$ cat config.mk
export PLATFORM = sky130hd
export DESIGN_NAME = ternary_pe_mc_flat
export DESIGN_NICKNAME = d
export VERILOG_FILES = /design/src/rtl/ternary_pe_mc_if.sv /design/src/rtl/ternary_pe_mc.sv /design/src/flat_wrapper.sv
export SDC_FILE = /design/constraint.sdc
export NUM_CORES = 1
export LEC_CHECK = 0
export ABC_AREA = 0
export CAP_MARGIN = 40
export CORE_MARGIN = 5
export CORE_UTILIZATION = 65
export CTS_CLUSTER_DIAMETER = 80
export DETAILED_ROUTE_END_ITERATION = 7
export DONT_BUFFER_PORTS = 1
export PLACE_DENSITY = 0.81
export SLEW_MARGIN = 5
export SYNTH_ARGS = -nofsm -noshare
export SYNTH_HDL_FRONTEND = slang
export SYNTH_SLANG_ARGS = --single-unit
$ cat constraint.sdc
create_clock -name clk -period 13.77 [get_ports clk]
set_input_delay 3.4425 -clock clk [delete_from_list [all_inputs] [get_ports clk]]
set_output_delay 3.4425 -clock clk [all_outputs]
set_load 0.01 [all_outputs]
$ cat src/rtl/ternary_pe_mc_if.sv
// Bus bundle for ternary_pe_mc: sample input, upstream/downstream accumulator streams,
// status and FSM state for observation.
interface ternary_pe_mc_if #(
    parameter int A_W        = 3,
    parameter int W_W        = 3,
    parameter int NCH        = 2,
    parameter int ACC_DATA_W = 8
);
    localparam int ACC_POS    = A_W + W_W - 1;
    localparam int ACC_N      = NCH * ACC_POS;
    localparam int ACC_ADDR_W = $clog2(ACC_N);

    // Every stream (aw_*, acc_*_in, acc_*_out) transfers on the rising clk edge where
    // valid and ready are both high; the valid side holds its payload stable until then.
    logic [2*A_W-1:0]       a;
    logic [2*W_W*NCH-1:0]   w;
    logic                   aw_valid;
    logic                   eow;
    logic                   aw_ready;

    logic                   acc_valid_in;
    logic                   acc_ready_out;
    logic [ACC_ADDR_W-1:0]  acc_addr_in;
    logic [ACC_DATA_W-1:0]  acc_data_in;

    logic                   acc_valid_out;
    logic                   acc_ready_in;
    logic [ACC_ADDR_W-1:0]  acc_addr_out;
    logic [ACC_DATA_W-1:0]  acc_data_out;

    logic                   busy;
    logic [1:0]             comp_state;
    logic [1:0]             drain_state;

    modport slave (
        input  a, w, aw_valid, eow, acc_valid_in, acc_addr_in, acc_data_in, acc_ready_in,
        output aw_ready, acc_ready_out, acc_valid_out, acc_addr_out, acc_data_out, busy,
               comp_state, drain_state
    );

    modport master (
        output a, w, aw_valid, eow, acc_valid_in, acc_addr_in, acc_data_in, acc_ready_in,
        input  aw_ready, acc_ready_out, acc_valid_out, acc_addr_out, acc_data_out, busy,
               comp_state, drain_state
    );
endinterface

$ cat src/rtl/ternary_pe_mc.sv
// Ternary multi-channel PE with double-buffered accumulator banks and a chained drain port.
// Optional macro TERNARY_PE_SAT_EN makes compute/receive additions saturate instead of wrap.
module ternary_pe_mc #(
    parameter int A_W        = 3,
    parameter int W_W        = 3,
    parameter int NCH        = 2,
    parameter int ACC_DATA_W = 8,
    parameter int HEAD       = 0
) (
    input logic         clk,
    input logic         rst,
    ternary_pe_mc_if.slave bus
);
    localparam int ACC_POS    = A_W + W_W - 1;
    localparam int ACC_N      = NCH * ACC_POS;
    localparam int ACC_ADDR_W = $clog2(ACC_N);
    localparam int I_W        = (A_W > 1) ? $clog2(A_W) : 1;
    localparam int J_W        = (W_W > 1) ? $clog2(W_W) : 1;
    localparam logic [ACC_ADDR_W-1:0] LAST_ADDR = ACC_ADDR_W'(ACC_N - 1);
    localparam logic [I_W-1:0]        I_LAST    = I_W'(A_W - 1);
    localparam logic [J_W-1:0]        J_LAST    = J_W'(W_W - 1);
    localparam logic [ACC_DATA_W-1:0] ONE       = ACC_DATA_W'(1);

    typedef enum logic [1:0] {IDLE = 2'd0, RUN = 2'd1, WAIT_SWAP = 2'd2} comp_t;
    typedef enum logic [1:0] {FREE = 2'd0, RECV = 2'd1, SEND = 2'd2} drain_t;

    comp_t  comp_state, comp_next;
    drain_t drain_state, drain_next;

    logic [2*A_W-1:0]      a_q;
    logic [2*W_W*NCH-1:0]  w_q;
    logic                  eow_q;
    logic [I_W-1:0]        i_idx;
    logic [J_W-1:0]        j_idx;

    // bank_sel is the compute bank; the other one belongs to the drain side.
    logic                      bank_sel;
    logic                      shadow;
    logic [1:0][ACC_N-1:0]     vld;
    logic [ACC_DATA_W-1:0]     mem [2][ACC_N];
    logic [ACC_ADDR_W-1:0]     recv_cnt;
    logic [ACC_ADDR_W-1:0]     send_addr;

    logic                      take, run_last, send_done, drain_free, swap;
    logic                      recv_take, recv_ok;
    logic [ACC_DATA_W-1:0]     recv_val, send_word;
    logic [NCH-1:0]            upd_en;
    logic [ACC_ADDR_W-1:0]     upd_idx [NCH];
    logic [ACC_DATA_W-1:0]     upd_val [NCH];

    function automatic logic [ACC_DATA_W-1:0] acc_add(input logic [ACC_DATA_W-1:0] x,
                                                      input logic [ACC_DATA_W-1:0] y);
`ifdef TERNARY_PE_SAT_EN
        logic [ACC_DATA_W:0] s;
        s = {x[ACC_DATA_W-1], x} + {y[ACC_DATA_W-1], y};
        if (s[ACC_DATA_W] != s[ACC_DATA_W-1])
            return s[ACC_DATA_W] ? {1'b1, {(ACC_DATA_W-1){1'b0}}} : {1'b0, {(ACC_DATA_W-1){1'b1}}};
        return s[ACC_DATA_W-1:0];
`else
        return x + y;
`endif
    endfunction

    assign shadow     = ~bank_sel;
    assign take       = bus.aw_valid && (comp_state == IDLE);
    assign run_last   = (comp_state == RUN) && (i_idx == I_LAST) && (j_idx == J_LAST);
    assign send_done  = (drain_state == SEND) && bus.acc_ready_in && (send_addr == LAST_ADDR);
    // Drain finishing in this very cycle counts as free so a pending swap is not delayed.
    assign drain_free = (drain_state == FREE) || send_done;
    assign swap       = drain_free && ((run_last && eow_q) || (comp_state == WAIT_SWAP));
    assign recv_take  = (drain_state == RECV) && bus.acc_valid_in;
    assign recv_ok    = recv_take && (bus.acc_addr_in <= LAST_ADDR);
    assign recv_val   = acc_add(vld[shadow][bus.acc_addr_in] ? mem[shadow][bus.acc_addr_in] : '0,
                                bus.acc_data_in);
    assign send_word  = vld[shadow][send_addr] ? mem[shadow][send_addr] : '0;

    always_comb begin
        comp_next = comp_state;
        case (comp_state)
            IDLE:      if (take) comp_next = RUN;
            RUN:       if (run_last) comp_next = (!eow_q || drain_free) ? IDLE : WAIT_SWAP;
            WAIT_SWAP: if (drain_free) comp_next = IDLE;
            default:   comp_next = IDLE;
        endcase
    end

    always_comb begin
        drain_next = drain_state;
        if (swap) begin
            drain_next = (HEAD != 0) ? SEND : RECV;
        end else begin
            case (drain_state)
                RECV:    if (recv_take && (recv_cnt == LAST_ADDR)) drain_next = SEND;
                SEND:    if (send_done) drain_next = FREE;
                default: drain_next = drain_state;
            endcase
        end
    end

    // One digit pair per RUN cycle, all channels at once; unwritten words read as zero.
    always_comb begin
        for (int c = 0; c < NCH; c++) begin
            upd_idx[c] = ACC_ADDR_W'(c * ACC_POS + int'(i_idx) + int'(j_idx));
            upd_en[c]  = (comp_state == RUN) && a_q[2*int'(i_idx)+1]
                         && w_q[c*2*W_W + 2*int'(j_idx) + 1];
            upd_val[c] = acc_add(vld[bank_sel][upd_idx[c]] ? mem[bank_sel][upd_idx[c]] : '0,
                                 (a_q[2*int'(i_idx)] == w_q[c*2*W_W + 2*int'(j_idx)]) ? ONE : '1);
        end
    end

    always_ff @(posedge clk) begin
        if (!rst) begin
            comp_state  <= IDLE;
            drain_state <= FREE;
            a_q         <= '0;
            w_q         <= '0;
            eow_q       <= 1'b0;
            i_idx       <= '0;
            j_idx       <= '0;
            bank_sel    <= 1'b0;
            vld         <= '0;
            recv_cnt    <= '0;
            send_addr   <= '0;
        end else begin
            comp_state  <= comp_next;
            drain_state <= drain_next;
            if (take) begin
                a_q   <= bus.a;
                w_q   <= bus.w;
                eow_q <= bus.eow;
                i_idx <= '0;
                j_idx <= '0;
            end else if (comp_state == RUN) begin
                if (j_idx == J_LAST) begin
                    j_idx <= '0;
                    i_idx <= (i_idx == I_LAST) ? '0 : i_idx + 1'b1;
                end else begin
                    j_idx <= j_idx + 1'b1;
                end
            end
            for (int c = 0; c < NCH; c++)
                if (upd_en[c]) vld[bank_sel][upd_idx[c]] <= 1'b1;
            if (recv_ok) vld[shadow][bus.acc_addr_in] <= 1'b1;
            if (recv_take) recv_cnt <= recv_cnt + 1'b1;
            if ((drain_state == SEND) && bus.acc_ready_in) send_addr <= send_addr + 1'b1;
            if (swap) begin
                bank_sel       <= ~bank_sel;
                vld[shadow]    <= '0;
                recv_cnt       <= '0;
                send_addr      <= '0;
            end
        end
    end

    always_ff @(posedge clk) begin
        if (rst) begin
            for (int c = 0; c < NCH; c++)
                if (upd_en[c]) mem[bank_sel][upd_idx[c]] <= upd_val[c];
            if (recv_ok) mem[shadow][bus.acc_addr_in] <= recv_val;
        end
    end

    assign bus.aw_ready      = (comp_state == IDLE);
    assign bus.acc_ready_out = (drain_state == RECV);
    assign bus.acc_valid_out = (drain_state == SEND);
    assign bus.acc_addr_out  = (drain_state == SEND) ? send_addr : '0;
    assign bus.acc_data_out  = (drain_state == SEND) ? send_word : '0;
    assign bus.busy          = (comp_state != IDLE) || (drain_state != FREE);
    assign bus.comp_state    = comp_state;
    assign bus.drain_state   = drain_state;
endmodule

$ cat src/flat_wrapper.sv
// flat-port wrapper written by rule: the top's interface ports become plain ports
module ternary_pe_mc_flat 
#(
    parameter int A_W        = 3,
    parameter int W_W        = 3,
    parameter int NCH        = 2,
    parameter int ACC_DATA_W = 8,
    parameter int HEAD       = 0
)
  (clk, rst, bus_a, bus_w, bus_aw_valid, bus_eow, bus_acc_valid_in, bus_acc_addr_in, bus_acc_data_in, bus_acc_ready_in, bus_aw_ready, bus_acc_ready_out, bus_acc_valid_out, bus_acc_addr_out, bus_acc_data_out, bus_busy, bus_comp_state, bus_drain_state);
  ternary_pe_mc_if #(.A_W(A_W), .W_W(W_W), .NCH(NCH), .ACC_DATA_W(ACC_DATA_W)) bus_i ();
  input logic clk;
  input logic rst;
  input wire logic [$bits(bus_i.a)-1:0] bus_a;
  input wire logic [$bits(bus_i.w)-1:0] bus_w;
  input wire logic [$bits(bus_i.aw_valid)-1:0] bus_aw_valid;
  input wire logic [$bits(bus_i.eow)-1:0] bus_eow;
  input wire logic [$bits(bus_i.acc_valid_in)-1:0] bus_acc_valid_in;
  input wire logic [$bits(bus_i.acc_addr_in)-1:0] bus_acc_addr_in;
  input wire logic [$bits(bus_i.acc_data_in)-1:0] bus_acc_data_in;
  input wire logic [$bits(bus_i.acc_ready_in)-1:0] bus_acc_ready_in;
  output wire logic [$bits(bus_i.aw_ready)-1:0] bus_aw_ready;
  output wire logic [$bits(bus_i.acc_ready_out)-1:0] bus_acc_ready_out;
  output wire logic [$bits(bus_i.acc_valid_out)-1:0] bus_acc_valid_out;
  output wire logic [$bits(bus_i.acc_addr_out)-1:0] bus_acc_addr_out;
  output wire logic [$bits(bus_i.acc_data_out)-1:0] bus_acc_data_out;
  output wire logic [$bits(bus_i.busy)-1:0] bus_busy;
  output wire logic [$bits(bus_i.comp_state)-1:0] bus_comp_state;
  output wire logic [$bits(bus_i.drain_state)-1:0] bus_drain_state;
  assign bus_i.a = bus_a;
  assign bus_i.w = bus_w;
  assign bus_i.aw_valid = bus_aw_valid;
  assign bus_i.eow = bus_eow;
  assign bus_i.acc_valid_in = bus_acc_valid_in;
  assign bus_i.acc_addr_in = bus_acc_addr_in;
  assign bus_i.acc_data_in = bus_acc_data_in;
  assign bus_i.acc_ready_in = bus_acc_ready_in;
  assign bus_aw_ready = bus_i.aw_ready;
  assign bus_acc_ready_out = bus_i.acc_ready_out;
  assign bus_acc_valid_out = bus_i.acc_valid_out;
  assign bus_acc_addr_out = bus_i.acc_addr_out;
  assign bus_acc_data_out = bus_i.acc_data_out;
  assign bus_busy = bus_i.busy;
  assign bus_comp_state = bus_i.comp_state;
  assign bus_drain_state = bus_i.drain_state;
  ternary_pe_mc #(.A_W(A_W), .W_W(W_W), .NCH(NCH), .ACC_DATA_W(ACC_DATA_W), .HEAD(HEAD)) u_core (.clk(clk), .rst(rst), .bus(bus_i));
endmodule
==> results of run 1 <==
[critical path, stage by stage, from the launching register on]
cell and delay, ns:
dfxtp_4 0.83, buf_4 0.69, buf_4 0.67, mux4_2 0.63, mux4_2 0.46, nand2_1 0.08, a21oi_1 0.18
[worst paths after layout]
check	to	slack, ns	cells past startpoint
max reg2reg	u_core.mem[1][30]	7.28	17
min	u_core.a_q[5]	0.46	2
min reg2reg	u_core.a_q[5]	0.46	2
max	bus_acc_data_out[2]	6.17	6
[logic make-up (layout without fill, tap and decap cells)]
kind of cell	count (synthesis)	count (layout)	share of synthesized area [%]
buffers and inverters	153	114	4.330
adders and majority gates	36	36	3.116
xor gates and xnor gates	33	33	2.205
and+or+nand+nor	449	449	12.67
DFF	217	217	37.96
AOI/OAI and AO/OA	299	299	12.54
muxes	312	312	27.17
[sequential cells by signal, summed over array words and instances, names as in the netlist, named ones only]
signal and flops:
u_core.vld 20, u_core.i_idx 2, u_core.j_idx 2, u_core.w_q 12
u_core.recv_cnt 4, u_core.a_q 6, u_core.eow_q 1, u_core.bus.comp_state 2
u_core.bank_sel 1, u_core.bus.drain_state 2, u_core.mem 160, u_core.send_addr 4
[layout by cell type, fill, tap and decap left out, types with 6 or more instances in the layout]
cell type / instances
a2111oi_0: 6
a211oi_1: 10
a21boi_0: 22
a21o_1: 8
a21oi_1: 74
a31oi_1: 29
a32oi_1: 8
and2_1: 24
and3_1: 11
buf_4: 31
clkbuf_16: 24
clkinv_1: 7
dfxtp_1: 54
edfxtp_1: 160
ha_1: 30
inv_1: 31
mux2_2: 55
mux2i_1: 172
mux4_2: 85
nand2_1: 195
nand3_1: 25
nand4_1: 9
nor2_1: 130
nor2b_1: 19
nor3_1: 14
o21a_1: 21
o21ai_0: 42
o22ai_1: 44
xnor2_1: 19
xor2_1: 7
[routing by layer]
| layer | track usage [%] | vias to the layer above |
|---|---|---|
| li1 | - | 5502 |
| met1 | 52.93 | 6336 |
| met2 | 60.50 | 1195 |
| met3 | 9.878 | 247 |
| met4 | 18.30 | 0 |
| met5 | 0 | - |
[final cells by class]
cell class | instances | area [um2]
multi-input cells | 1129 | 9055
fillers | 1711 | 7012
flip-flops and latches | 217 | 5954
clock buffers | 32 | 660.6
well taps | 319 | 399.1
repair buffers | 36 | 306.5
inverters | 34 | 127.6
clock inverters | 12 | 97.59
[per-stage QoR]
step / worst slack, ns / utilization [%]
after CTS: 6.176 / 70.31
after global routing: 5.963 / 70.31
after floorplan: 6.810 / -
final: 6.169 / 70.31
after global placement: 6.426 / 66.40
after detailed placement: 6.325 / 67.09
[where the power goes]
| part | total (mW) | switching [mW] | internal (mW) |
|---|---|---|---|
| combinational | 0.223 | 0.143 | 0.0807 |
| sequential | 0.723 | 0.00505 | 0.718 |
| clock | 0.632 | 0.275 | 0.357 |
==> summary.txt, run 1 <==
Status
  – Run status: finished clean

Synthesis
  – Mapped Cells: 1,499
  – Syn Area/Cell: 10.45 um2
  – Top post-synthesis cells by count: nand2_1, mux2i_1, edfxtp_1, nor2_1, mux4_2
  – Fraction of registers with async set/reset: 0%
  – Yosys top cell area share: 30.68%
  – Sequential area share after synthesis: 37.96%
  – Count leader, synth: nand2_1
  – Top FF cell, synth: edfxtp_1
  – Distinct cells, synth: 72
  – Flops & latches, synth: 217
  – Cells taking the most area after synthesis: edfxtp_1, mux4_2, mux2i_1
  – Post-synth EDFFs: 160
  – Synth Net Count: ~1,600
  – Synth Cell Area: 0.01566 mm2
  – YS warnings: 0
  – Cell taking the most area after synthesis: edfxtp_1

Routing
  – WL met2: 23,600 um
  – DR WL met3: 7912 um
  – Metal-1 WL: 18,560 um
  – Routed length per instance: 30.12 um
  – Top sig layer: met4
  – Post-route ant nets: 0
  – Final wirelength: 53,590 um
  – Initial drt markers: 2,359
  – Vias: between 10,000 and 15,000
  – 1st-pass router iterations: 6
  – DR vias/cell: 7.465
  – Remaining DRCs: 0

Timing
  – Hold Fails Final Rpt: 0
  – Fmax: 0.1316 GHz
  – Min Tclk post-route: approximately 7.6 ns
  – Slew headroom: 38.79%
  – Min Hold Slack: 0.4642 ns
  – RSZ-0062 raised after global routing: false
  – Max Slew Vio Count: 0
  – Slew @ Worst Pin: 0.9115 ns
  – Final setup vio count: 0
  – Clock Skew: 0.02071 ns
  – TNS Setup: 0 ns
  – Final Cycle Share: 55.20%

Placement
  – HPWL Detailed: 39,290 um
  – Routability Congestion: ~1.1
  – Port Buffers: 0
  – Placed Area: 0.01584 mm2
  – Post-Place Cells: ~1,700

Final layout
  – Layout Cells excl Fill: 1,779
  – Antenna cells: 0
  – Nets: approximately 1,500
  – Synth-to-layout area growth: 6.000%
  – Share of cells above drive strength 1: between 15 and 20%
  – Final Instance Area: 0.01660 mm2

Worst setup path
  – Worst Path Max Fanout: 45
  – Critical Path Source: u_core.bank_sel
  – WP data required: around 10 ns
  – Critical path data arrival time: 4.16 ns
  – Crit Path Category: reg2out
  – Worst setup EP type: primary output
  – R2r startpoint: u_core.j_idx[0]
  – CP startpoint kind: flop

Power and ir drop
  – Leak: 5.825 nW
  – Power Total: 1.579 mW
  – Worst VDD drop: 0.00009958 V
  – Pwr per Cell Area: 95.10 mW/mm2

Clocking
  – # Post-CTS Setup Buffers: 0
  – CTS sink cnt: 217
  – Worst-Skew Late Latency: 0.54 ns
  – CTS buffer count: 24
  – Cts hold-fix bufs: 0
  – Max clock buf depth: 3
  – Post-CTS Resized: 0
  – Root buffer cell: clkbuf_16
  – CTS tree: yes
  – Clock slew at reported path FFs: 0.06 ns
  – CTS H-Tree Depth: 1

Global routing
  – Global-route wire length before repair: about 80,000 um
  – Global Route Usage Sum: 39.38%
  – Largest net degree at the start of global routing: 62
  – Vias in the first global route: between 10,000 and 15,000
  – Global route total overflow: 0
  – Initial antenna violation count: 0

Die
  – Die Area: 0.02730 mm2
  – Die width: 165.2 um
  – Vert. Die Dim: 165.2 um
  – Core Region: 0.02361 mm2
  – Initial Utilization: 66.33%
  – # rows: between 50 and 60
  – IO Count: 56

Job
  – MaxCap Viol Count: 0

Worst hold path
  – Min-delay worst type: reg2reg
  – Worst hold start: u_core.a_q[5]
Note: power is estimated with default switching activity, not from simulation.
==> run 2: changes to the inputs <==
Clock period 13.77 ns to 7 ns, I/O delays scaled along.
==> run 2 against run 1 <==
First-iteration DRC count fell by 11%. Sequential power rose by 96%. Non-clock buffer count rose by 8. Critical path depth rose by 11. Total power rose by 110%. Worst hold slack improved by 0.00093 ns. Utilization rose by 0.82 points. Clock power rose by 120%. Sequential share of layout area fell by 0.41 points. Clock skew fell by 0.0037 ns. Combinational power rose by 94%. Die area did not move.
==> summary.txt, run 2 (same netlist as run 1, synthesis figures left out) <==
Routing
  – DR vias/cell: 7.263 (was 7.465)
  – Remaining DRCs: 0 (unchanged)
  – Routed length per instance: 28.54 um (was 30.12 um)
  – Initial drt markers: 2,097 (was 2,359)
  – Final wirelength: 51,020 um (was 53,590 um)
  – Vias: 12,990 (was 13,280)
  – 1st-pass router iterations: 7 (was 6)
  – Post-route ant nets: 0 (unchanged)

Die
  – IO Count: 56 (unchanged)
  – Die Area: 0.02730 mm2 (unchanged)
  – Die width: 165.2 um (unchanged)
  – Vert. Die Dim: 165.2 um (unchanged)
  – Core Region: 0.02361 mm2 (unchanged)
  – # rows: 56 (unchanged)
  – Initial Utilization: 66.33% (unchanged)

Timing
  – Final setup vio count: 0 (unchanged)
  – RSZ-0062 raised after global routing: false (unchanged)
  – Min Hold Slack: 0.4651 ns (was 0.4642 ns)
  – Final setup margin: 1.309 ns (was 6.169 ns)
  – TNS Setup: 0 ns (unchanged)
  – Hold Fails Final Rpt: 0 (unchanged)
  – Fmax: 0.1757 GHz
  – Final Cycle Share: 81.31%
  – Clock Skew: 0.01705 ns (was 0.02071 ns)
  – Min Tclk post-route: 5.691 ns
  – Slew headroom: 38.29% (was 38.79%)
  – Slew @ Worst Pin: 0.9231 ns (was 0.9115 ns)
  – Max Slew Vio Count: 0 (unchanged)

Final layout
  – Nets: 1,523 (was 1,514)
  – Most frequent cells in the layout: nand2_1, mux2i_1, edfxtp_1 (unchanged)
  – Layout Cells excl Fill: 1,788 (was 1,779)
  – Final Instance Area: 0.01679 mm2 (was 0.01660 mm2)
  – Antenna cells: 0 (unchanged)
  – Most flop-heavy register: u_core.mem (unchanged)
  – Max reg flops: 160 (unchanged)
  – Largest regs: u_core.mem x160, u_core.vld x20, u_core.w_q x12 (unchanged)
  – Most common cell after layout, fill and taps aside: nand2_1 (unchanged)
  – Final core utilization: 71.12% (was 70.31%)
  – Synth-to-layout area growth: 7.230% (was 6.000%)
  – Share of cells above drive strength 1: 16.75% (was 16.10%)

Worst setup path
  – Worst Path Max Fanout: 14 (was 45)
  – Critical Path Source: u_core.j_idx[0] (was u_core.bank_sel)
  – CP Buf/Inv Count: 2 (unchanged)
  – R2r worst-path depth: 17 (unchanged)
  – CP delay by family, top: simple AND/OR/NAND/NOR gates (was buffers and inverters)
  – Critical path data arrival time: 6.07 ns (was 4.16 ns)
  – CP startpoint kind: flop (unchanged)
  – RR Endpoint: u_core.mem[1][47] (was u_core.mem[1][30])
  – R2r startpoint: u_core.j_idx[0] (unchanged)
  – Slowest cell on the critical path: xnor2_2 (was dfxtp_4)
  – R2R Setup Slk: 1.31 ns (was 7.28 ns)
  – Stages on the worst setup path: 17 (was 6)
  – Cell mode on critical path: nand2_1
  – Largest stage delay, worst path: 0.72 ns (was 0.83 ns)
  – CP Capture Point: u_core.mem[1][47] (was bus_acc_data_out[2])
  – Crit Path Category: reg2reg (was reg2out)
  – Crit-path cells: ha_1, inv_1, fa_1, buf_4, or3b_1, o32ai_4, nor4b_4, a21oi_1, ha_1, nand2_1, nand2_1, a21o_1, a211oi_1, o31ai_4, xnor2_2, nand2_1, a31oi_1 (was buf_4, buf_4, mux4_2, mux4_2, nand2_1, a21oi_1)
  – Worst setup EP type: flop (was primary output)
  – WP data required: 7.38 ns (was 10.33 ns)

Clocking
  – CTS H-Tree Depth: 1 (unchanged)
  – Cts hold-fix bufs: 0 (unchanged)
  – Clock slew at reported path FFs: 0.06 ns (about the same)
  – # Post-CTS Setup Buffers: 0 (unchanged)
  – Root buffer cell: clkbuf_16 (unchanged)
  – CTS sink cnt: 217 (unchanged)
  – Max clock buf depth: 3 (unchanged)
  – Worst-Skew Late Latency: 0.55 ns (was 0.54 ns)
  – CTS tree: yes (unchanged)
  – CTS buffer count: 25 (was 24)
  – Post-CTS Resized: 0 (unchanged)

Job
  – MaxCap Viol Count: 0 (unchanged)

Placement
  – Post-Place Cells: 1,740 (was 1,735)
  – Routability Congestion: 1.035 (was 1.061)
  – Port Buffers: 0 (unchanged)
  – HPWL Detailed: 37,800 um (was 39,290 um)
  – Pre-CTS WS: 1.285 ns (was 6.325 ns)
  – Placed Area: 0.01591 mm2 (was 0.01584 mm2)

Status
  – Run status: finished clean (unchanged)

Power and ir drop
  – Leak: 5.924 nW (was 5.825 nW)
  – Power Total: 3.266 mW (was 1.579 mW)
  – Worst VDD drop: 0.0002064 V (was 0.00009958 V)
  – Pwr per Cell Area: 194.5 mW/mm2 (was 95.10 mW/mm2)

Global routing
  – Global Route Usage Sum: 37.48% (was 39.38%)
  – Vias in the first global route: 12,470 (was 12,780)
  – Initial antenna violation count: 0 (unchanged)
  – Largest net degree at the start of global routing: 85 (was 62)
  – Global route total overflow: 0 (unchanged)
  – Global-route wire length before repair: 75,940 um (was 79,600 um)

Worst hold path
  – Hold Path Depth: 2 (unchanged)
  – Min-delay worst type: reg2reg (unchanged)
[run 2: cell types whose count changed in the layout (fill, tap and decap cells not counted), moves of 2 or more]
cell,previous run,this run
clkinv_1,7,3
o21ai_0,42,38
o21ai_1,1,5
buf_4,31,34
bufinv_16,1,4
clkbuf_16,24,27
clkbuf_8,3,0
clkinv_2,2,5
buf_12,0,2
buf_6,1,3
[run 2: cell type report]
cell class	count	area, um2
clock inverters	12	163.9
fillers	1771	6819
repair buffers	44	395.4
clock buffers	33	698.2
well taps	319	399.1
multi-input cells	1129	9055
inverters	34	127.6
flip-flops and latches	217	5954
[run 2: worst min path at each step]
stage	start	end	slack [ns]
after floorplan	u_core.a_q[5]	u_core.a_q[5]	0.44
after global placement	u_core.a_q[5]	u_core.a_q[5]	0.45
after detailed placement	u_core.a_q[5]	u_core.a_q[5]	0.46
after CTS	u_core.a_q[5]	u_core.a_q[5]	0.47
after global routing	u_core.a_q[5]	u_core.a_q[5]	0.48
final	u_core.a_q[1]	u_core.a_q[1]	0.47
[run 2: metal layers]
layer	track usage (%)	vias up	share of wire, %
met5	0	-	0
met4	19.40	0	7.3
met3	10.55	238	14
met2	56.89	1045	43
met1	49.34	6176	35
li1	-	5527	-
[run 2: power breakdown]
part / internal (mW) / switching [mW]
Clock: 0.849 / 0.561
Sequential: 1.41 / 0.0113
Combinational: 0.164 / 0.268
Total: 2.42 / 0.841
[run 2: tightest hold or removal path, delay by kind of cell (launching register included)]
family	cells	cell delay, ns
flops	1	0.31
compound gates	1	0.06
simple gates	1	0.05
==> edit 1, RTL diff (settings of run 1) <==
Make the reset (`rst`) asynchronous in one clocked block.
--- a/src/rtl/ternary_pe_mc.sv
+++ b/src/rtl/ternary_pe_mc.sv
@@ -108,7 +108,7 @@
         end
     end
 
-    always_ff @(posedge clk) begin
+    always_ff @(posedge clk or negedge rst) begin
         if (!rst) begin
             comp_state  <= IDLE;
             drain_state <= FREE;
Check against the original RTL: differs if rst is asserted again (counterexample within 4 cycles, from zero or initial values and one cycle with rst low); with rst held inactive, the same outputs for 4 cycles.
==> edit 1 against run 1 <==
- final area is 2.0% higher
- non-clock buffer count increased by 2
- sequential share of layout area up 0.80 points
- area after synthesis grew 1.3%
- worst setup slack improved by 0.20 ns
- sequential cell count shrank 1
- routed wire length increased by 5.5%
- count of clock-buffer cells in the layout is 1 lower
Power is not shown: default switching activity piles up to over one toggle a cycle in this logic, so the estimate is an artifact.
==> edit 1: results <==
[outcome]
outcome = finished clean

[worst_setup_path]
r2r_cells = 18
r2r-start = u_core.j_idx[0]
r2r_end = u_core.mem[0][30]
reg2reg_slack_ns = 7.63
cp-endpoint = bus_acc_data_out[6]
crit_path_max_fanout = 56
cp.arrival_ns = 3.95
cp-startpoint = u_core.bank_sel

[logic_synthesis]
yosysSeqAreaShare_pct = 39.1
synth_common_cells = mux2i_1 (185), edfxtp_1 (160), nor2_1 (157)
synthArstFlopShare_pct = 25.9
yosys_warnings = 0
syn_nets = 1579
synthDistinctLibCells = 78
synth_area_leaders = edfxtp_1 (30%), mux4_2 (12%), mux2i_1 (12%)

[sta]
slew_headroom_pct = 34.7
finalClockSkew_ns = 0.0127

[worst_hold_path]
hold_path_end = u_core.w_q[8]
whs_path_depth = 1
worstHoldStart = u_core.w_q[8]

[clock_network]
clockRootBuffer = clkbuf_16
cts_buffers = 26

[global_routing]
grt.total_usage_pct = 40.0
antenna_found_initial = 1
grt_pass1_wl_mm = 82.9
use_met2_pct = 60.5
grt_max_degree = 109
use_met1_pct = 53.7
met3_usage_pct = 12.7

[route]
vias = 13281
wl_per_cell_um = 31.4
m1WireLength_mm = 20.2
drtPass1Iterations = 7
met3WireLength_mm = 8.17
drtIter0Drc = 2330

[place]
dp_hpwl_mm = 41.8
portBuffers = 0
gp_congestion = 1.02

[final_layout]
final_layout_size_suffix_gt1_share_pct = 15.5
n_fill_cell = 1767
nets = 1527
[edit 1: cell types whose count changed after synthesis, sizes merged, moves of 6 or more]
cell,delta
a22oi,+13
mux2,-21
dfxtp,-57
a21oi,+22
o21a,-13
nand3,-8
nand2b,+6
a31oi,-19
nor2,+27
a21boi,-21
mux2i,+13
dfrtp,+56
nand2,-52
o21ai,+58
[edit 1: worst max-delay path, cell delays in order, from the launching register on]
cell	delay, ns
dfrtp_4	0.81
buf_4	0.75
mux4_2	0.67
mux4_2	0.49
nand2_1	0.08
nand2_1	0.05
nand2_1	0.26
nor2_1	0.27
[edit 1: layout make-up]
type                            count  share of cell area (%)
Tap cell                          324                    2.39
Multi-Input combinational cell   1141                    53.1
Timing Repair Buffer               38                    2.04
Sequential cell                   216                    36.7
Clock inverter                     16                   0.938
Clock buffer                       31                    4.14
Antenna cell                        2                  0.0296
Inverter                           32                   0.709
[edit 1: kinds of logic after synthesis]
kind of cell | count (synthesis) | synth area share, %
mux | 303 | 26.0
flops | 216 | 39.1
xor+xnor | 31 | 1.88
simple gates | 435 | 12.6
buf+inv | 150 | 4.51
compound gates | 336 | 12.8
fa+ha+maj | 36 | 3.08
[edit 1: through the flow]
step           cell area (um^2)  setup slack [ns]  hold slack, ns  std cells  utilization, %
2_1_floorplan             15900              6.88           0.475       1507               -
4_1_cts                   16900              6.46           0.507       1798            70.0
3_5_place_dp              16100              6.21           0.491       1751            66.5
5_1_grt                   16900              6.27           0.531       1798            70.0
3_3_place_gp              15900              6.31           0.487       1733            65.7
6_report                  16900              6.37           0.508       1800            70.1
==> edit 2, RTL diff (config.mk and constraints of run 1) <==
Without the edit above. The option `TERNARY_PE_SAT_EN` is turned on by a define.
--- a/src/rtl/ternary_pe_mc.sv
+++ b/src/rtl/ternary_pe_mc.sv
@@ -1,5 +1,7 @@
 // Ternary multi-channel PE with double-buffered accumulator banks and a chained drain port.
 // Optional macro TERNARY_PE_SAT_EN makes compute/receive additions saturate instead of wrap.
+`define TERNARY_PE_SAT_EN
+
 module ternary_pe_mc #(
     parameter int A_W        = 3,
     parameter int W_W        = 3,
Formal check against the unedited RTL: no difference found for any inputs over 4 cycles, from zero or initial values and one cycle with rst low; that may be too few to reach the edited logic, so the function may still have changed.
==> edit 2 against run 1 <==
- area after synthesis is 0.66% higher
- worst setup slack worse by 0.48 ns
- clock skew hardly changed
- sequential cell count stayed put
- largest cell class unchanged
- count of clock-buffer cells in the layout is 2 higher
- critical path depth is 14 higher
- register-to-register slack worse by 1.0 ns
- critical endpoint is now u_core.mem[1][2]
- final area is 1.9% higher
- via count is 1.7% higher
- first-iteration DRC count is 2.3% lower
- cell count is 2.4% higher
- routed wire length is 2.4% lower
Power is not compared: it rests on default switching activity, and its combinational part moved more than twofold at a synthesized area within 25%.
==> edit 2: results <==
[outcome]
outcome = finished clean

[clock_network]
clk_pin_slew_worst_paths_ns = 0.06
cts_buffers = 25

[worst_setup_path]
r2r_cells = 22
reg2reg_slack_ns = 6.23
critical_path.top_delay_family = compound AO/OA/AOI/OAI gates
cp_slowest_stage_delay_ns = 0.56
r2r_end = u_core.mem[0][29]
crit_path_max_fanout = 20
cp_slowest_cell = a21oi_1

[final_layout]
multiInputGateArea_um2 = 9250
seq_share_pct = 35.2
final_layout_size_suffix_gt1_share_pct = 13.9
nMultiInputCombCells = 1159
nets = 1561
non_clock_buffer_count = 45
final_util_pct = 70.2
n_clock_buffer = 34
stdcell_count = 1822
inv_count = 32
clock_cell_area_share_pct = 4.76
nonClkBufAreaFrac_pct = 2.24
seq_cells = 217

[logic_synthesis]
synth-xor-area-share_pct = 1.39
synth.area.mux_share_pct = 28.3
synth-compound-area-share_pct = 12.6
yosys_warnings = 0
synth_common_cells = mux2i_1 (245), edfxtp_1 (160), nand2_1 (158)
synthDistinctLibCells = 71
synth_fa_ha_area_share_pct = 3.81
syn_nets = 1596
postSynthAreaPerCell_um2 = 10.4
synth_area_leaders = edfxtp_1 (30%), mux2i_1 (16%), mux4_2 (12%)
yosysSeqAreaShare_pct = 37.7

[place]
place_area_um2 = 16100
dp_hpwl_mm = 37.1
gp_congestion = 1.04

[sta]
finalClockSkew_ns = 0.0206
slew_headroom_pct = 29.8
finalHoldWorstSlack_ns = 0.454

[route]
drtPass1Iterations = 7
vias_per_cell = 7.41
met3WireLength_mm = 7.36
m1WireLength_mm = 17.9
wl_per_cell_um = 28.7
met2_length_mm = 23.1
drtIter0Drc = 2304

[global_routing]
grt.total_usage_pct = 36.6
grt_pass1_wl_mm = 78.0
use_met2_pct = 56.7
grt_pass1_vias = 12927
grt_max_degree = 64

[worst_hold_path]
hp-class = register to register
hold_path_end = u_core.w_q[10]
worstHoldStart = u_core.w_q[10]

[die]
taps = 324
edit 2: cell types whose count changed in the layout (fill, tap and decap cells not counted), sizes merged, moves of 8 or more:
| cell | before | now |
|---|---|---|
| a21boi | 22 | 2 |
| a21oi | 74 | 118 |
| a31oi | 29 | 4 |
| and2 | 28 | 41 |
| buf | 36 | 44 |
| ha | 31 | 40 |
| mux2 | 55 | 12 |
| mux2i | 172 | 245 |
| nand2 | 195 | 158 |
| nor2b | 19 | 9 |
| o22ai | 44 | 54 |
edit 2: worst max path at each step:
stage	from	end	slack, ns	depth (start not counted)
final	bus_acc_addr_in[3]	u_core.mem[1][2]	5.69	20
after global routing	bus_acc_addr_in[3]	u_core.mem[0][48]	5.45	20
after CTS	bus_acc_addr_in[3]	u_core.mem[1][2]	5.89	20
after detailed placement	bus_acc_addr_in[3]	u_core.mem[0][16]	5.38	20
after global placement	bus_acc_addr_in[3]	u_core.mem[0][32]	5.44	20
after floorplan	bus_acc_addr_in[0]	u_core.mem[0][32]	5.78	19
